<file path="config.mk">
export PLATFORM = sky130hd
export DESIGN_NAME = parity_selection_test_pipeline_train
export DESIGN_NICKNAME = d
export VERILOG_FILES = /design/src/rtl/parity_selection_test_pkg.sv /design/src/rtl/parity_selection_test_pipeline_train.sv
export SDC_FILE = /design/constraint.sdc
export NUM_CORES = 1
export LEC_CHECK = 0
export ABC_AREA = 1
export CORE_MARGIN = 8
export CORE_UTILIZATION = 45
export DETAILED_ROUTE_END_ITERATION = 7
export HOLD_SLACK_MARGIN = 0.1
export PLACE_DENSITY_LB_ADDON = 0.15
export SLEW_MARGIN = 20
export SYNTH_ARGS = -nofsm -noshare
export SYNTH_HDL_FRONTEND = slang
export SYNTH_SLANG_ARGS = --single-unit
</file>
<file path="constraint.sdc">
create_clock -name clk -period 7.72 [get_ports clk]
set_input_delay 1.544 -clock clk [delete_from_list [all_inputs] [get_ports clk]]
set_output_delay 1.544 -clock clk [all_outputs]
set_load 0.05 [all_outputs]
</file>
<file path="src/rtl/parity_selection_test_pkg.sv">
// Shared fixed-point constants and width derivations for the parity selection pipeline.
package parity_selection_test_pkg;

  // Ceiling log2; clog2(1) = 0.
  function automatic int unsigned clog2(input int unsigned n);
    int unsigned r;
    r = 0;
    for (int unsigned p = 1; p < n; p = p << 1) begin
      r++;
    end
    return r;
  endfunction

  // Fixed-point 1.0 for the given number of fractional bits.
  function automatic int one_value(input int unsigned frac_w);
    return 1 << frac_w;
  endfunction

  // Fixed-point 0.5 for the given number of fractional bits.
  function automatic int half_value(input int unsigned frac_w);
    return (frac_w == 0) ? 0 : (1 << (frac_w - 1));
  endfunction

  // Signed width wide enough for the term sum plus the flip correction.
  function automatic int unsigned sum_width(input int unsigned data_w, input int unsigned blk_len);
    return data_w + clog2(blk_len) + 2;
  endfunction

  // Width of an element index; never below one bit.
  function automatic int unsigned idx_width(input int unsigned blk_len);
    return (clog2(blk_len) == 0) ? 1 : clog2(blk_len);
  endfunction

  // Number of surviving nodes after a given number of pairwise tree levels.
  function automatic int unsigned node_count(input int unsigned blk_len, input int unsigned lvl);
    return (blk_len + (1 << lvl) - 1) >> lvl;
  endfunction

endpackage

</file>
<file path="src/rtl/parity_selection_test_pipeline_train.sv">
// Valid/tag shift chain with a global stall: every stage advances together on enable.
module parity_selection_test_pipeline_train
  import parity_selection_test_pkg::*;
#(
  parameter int unsigned TAG_WIDTH = 32,
  parameter int unsigned STAGES    = 5
) (
  input  logic                 clk,
  input  logic                 reset,
  input  logic                 valid_i,
  input  logic                 ready_i,
  input  logic [TAG_WIDTH-1:0] tag_i,
  output logic                 enable_o,
  output logic                 valid_o,
  output logic [TAG_WIDTH-1:0] tag_o,
  output logic                 busy_o
);

  logic [STAGES-1:0]    valid_q;
  logic [TAG_WIDTH-1:0] tag_q [STAGES];

  // The pipe only stalls when the output holds data nobody is taking.
  assign enable_o = ready_i | ~valid_q[STAGES-1];
  assign valid_o  = valid_q[STAGES-1];
  assign tag_o    = tag_q[STAGES-1];
  assign busy_o   = |valid_q;

  // Shift valid bits and tags one stage per enabled cycle.
  always_ff @(posedge clk or posedge reset) begin
    if (reset) begin
      valid_q <= '0;
      for (int s = 0; s < int'(STAGES); s++) begin
        tag_q[s] <= '0;
      end
    end else if (enable_o) begin
      valid_q[0] <= valid_i;
      tag_q[0]   <= tag_i;
      for (int s = 1; s < int'(STAGES); s++) begin
        valid_q[s] <= valid_q[s-1];
        tag_q[s]   <= tag_q[s-1];
      end
    end
  end

endmodule

</file>
==> results.py <==
metrics = {
    "outcome": {
        "status": "completed",
    },
    "sta": {
        "whs_ns": 0.4677,
        "tns_ns": 0,
        "fmax_mhz": 184.0,
        "fin_crit_ns": 5.434,
        "skew_ns": 0.009946,
        "min_period_over_period": 0.7039,
        "hold_viol_final": 0,
        "rsz0062_at_grt": "false",
        "worstMarginPinSlew_ns": 1.069,
        "setup_viol": 0,
        "relSlewSlack": 0.2871,
        "drv_slew": 0,
    },
    "clock_tree": {
        "htreeDepth": 4,
        "clockBufferDepth": 2,
        "cts_tree": "yes",
        "clock_sinks": 165,
        "cts-resized-gates": 0,
        "root_buffer": "clkbuf_16",
        "path_clk_slew_ns": 0.05,
        "ctsHoldBuffers": 0,
        "numCtsBuffers": 17,
        "clock_latency_ns": 0.42,
        "cts_setup_buffers": 0,
    },
    "floorplan": {
        "io_pins": 71,
        "dieArea_mm2": 0.01913,
        "die_x_um": 138.3,
        "start_util": 0.4614,
        "core_mm2": 0.01459,
        "die_h_um": 138.3,
        "rows": 44,
    },
    "synthesis": {
        "ys_seq_area_frac": 0.6134,
        "synth_cell_types": 9,
        "synth_cells": 751,
        "async_flop_share": 1.000,
        "synth_common_cells": "330 x nand2_1, 165 x dfrtp_1, 164 x nand3_1",
        "synth_area_leader_cell": "dfrtp_1",
        "synth-edff-count": 0,
        "synth.avg_cell_area_um2": 8.963,
        "synth-seq-cells": 165,
        "yosysMostFrequentCell": "nand2_1",
        "yosys-top-cells-area": "dfrtp_1 61%, nand2_1 18%, nand3_1 12%",
        "syn_nets": 787,
        "yosysTopAreaCellShare": 0.6134,
        "ys_warn_count": 0,
        "ys.flop_type": "dfrtp_1",
        "syn_area_mm2": 0.006731,
    },
    "global_route": {
        "grt_pass1_vias": 4678,
        "grtUsageTotal": 0.1361,
        "grt_pass1_wl_mm": 22.25,
        "grt_max_degree": 109,
        "antenna_found_initial": 0,
        "grt_overflow": 0,
    },
    "pwr": {
        "seq_power_share": 0.459,
        "p_clk_frac": 0.227,
        "power_leakage_nw": 3.998,
        "power.ir.vdd_worst_v": 0.0001724,
        "p_sw_frac": 0.3850,
        "p_per_area_mw_per_mm2": 426.9,
        "switching_power_mw": 1.269,
        "combPwrFrac": 0.315,
        "p_int_mw": 2.028,
    },
    "place": {
        "placed_cell_area_mm2": 0.007194,
        "place_hpwl_mm": 7.195,
        "gp_congestion": 0.7200,
        "port_buffers": 70,
    },
    "detailed_routing": {
        "viasPerCell": 4.955,
        "ant_nets": 0,
        "wl_per_cell_um": 13.36,
        "drc": 0,
        "vias": 4717,
        "drt_first_pass_iters": 5,
        "drtIter0Drc": 468,
        "wirelength_mm": 12.72,
    },
    "layout": {
        "layout.nets": 794,
        "final_area_mm2": 0.007725,
        "diodes": 0,
        "fillCellCount": 1330,
        "area_delta_synth_final_pct": 14.76,
        "drive_above_1_share": 0.04557,
    },
    "setup_path": {
        "crit_fanout": 67,
        "critical_path.startpoint_type": "input port",
        "worst-setup-path-type": "in -> out",
        "required_ns": 6.18,
        "critPathArrivalTime_ns": 3.89,
        "slowest_delay_ns": 0.85,
        "cp_common_cell": "clkdlybuf4s50_1",
        "crit_chain": "clkdlybuf4s50_1 -> inv_4 -> nand2_4 -> clkdlybuf4s50_1",
        "crit_path_end_kind": "output port",
        "critPathSlowestCell": "clkdlybuf4s50_1",
    },
    "min_path": {
        "hold_class": "reg -> reg",
    },
    "run": {
        "max_cap_viol_count": 0,
    },
}
==> metal layers <==
| metal | vias to the layer above | global-route usage | part of all wire |
|---|---|---|---|
| met4 | 0 | 0.04805 | 0.0080 |
| met2 | 102 | 0.1903 | 0.41 |
| met1 | 2230 | 0.1930 | 0.53 |
| met5 | - | 0 | 0 |
| met3 | 11 | 0.04349 | 0.044 |
| li1 | 2374 | - | - |
==> layout make-up <==
| class | instances | area (um2) | share of cell area |
|---|---|---|---|
| clock buffers | 24 | 501.7 | 0.06495 |
| clock inverters | 5 | 25.02 | 0.003239 |
| inverters | 3 | 18.77 | 0.002430 |
| multi-input cells | 497 | 2082 | 0.2695 |
| flip-flops and latches | 165 | 4133 | 0.5350 |
| well taps | 184 | 230.2 | 0.02980 |
| repair buffers | 74 | 734.5 | 0.09508 |
==> state kept, by name (all words and copies together), names as in the netlist <==
| name | cells |
|---|---|
| tag_o | 32 |
| tag_q | 128 |
| valid_q | 5 |
==> logic make-up (layout without fill, tap and decap cells) <==
group,Yosys count,in the layout,share of synthesized area
simple gates,497,497,0.3082
flops,165,165,0.6134
buf+inv,89,106,0.07844
==> worst max-delay path, delay by kind of cell <==
family	cells	cell delay [ns]
AND/OR/NAND/NOR	1	0.51
buffers and inverters	3	1.78
==> placed cells by master (no fill, tap or decap) <==
master	netlist	layout
buf_4	36	3
buf_6	0	1
clkbuf_1	3	2
clkbuf_16	0	17
clkbuf_8	0	5
clkdlybuf4s50_1	0	70
clkinv_2	0	5
dfrtp_1	165	164
dfrtp_4	0	1
inv_1	3	1
inv_4	0	1
inv_6	0	1
nand2_1	330	329
nand2_4	0	1
nand3_1	164	164
nand3b_1	1	1
nor2_1	2	2
==> power groups by stage <==
stage | sequential, mW | combinational (mW) | clock, mW
after floorplan | 1.40 | 0.961 | 0
after global placement | 1.51 | 1.02 | 0
after detailed placement | 1.52 | 1.04 | 0
after CTS | 1.51 | 1.05 | 0.770
after global routing | 1.56 | 1.16 | 0.808
final | 1.51 | 1.04 | 0.748
==> final timing paths <==
kind | start | slack (ns) | end | cells after the start
worst min register to register | tag_q[159] | 0.47 | tag_q[127] | 2
worst min-delay path | tag_q[159] | 0.47 | tag_q[127] | 2
worst max-delay path | ready_i | 2.29 | enable_o | 4
max in group asynchronous | reset | 4.80 | valid_q[4] | 3
min in group asynchronous | reset | 1.64 | tag_o[19] | 2
worst max register to register | valid_q[4] | 4.88 | tag_q[110] | 4
==> metrics by stage <==
| step | setup WS, ns | util | instances | total power, mW |
|---|---|---|---|---|
| 6_report | 2.286 | 0.5295 | 952 | 3.297 |
| 5_1_grt | 2.166 | 0.5295 | 952 | 3.529 |
| 4_1_cts | 2.289 | 0.5292 | 952 | 3.333 |
| 3_5_place_dp | 2.286 | 0.4931 | 923 | 2.567 |
| 3_3_place_gp | 2.333 | 0.4931 | 923 | 2.534 |
| 2_1_floorplan | 1.714 | - | 751 | 2.360 |
Note: power is estimated with default switching activity, not from simulation.
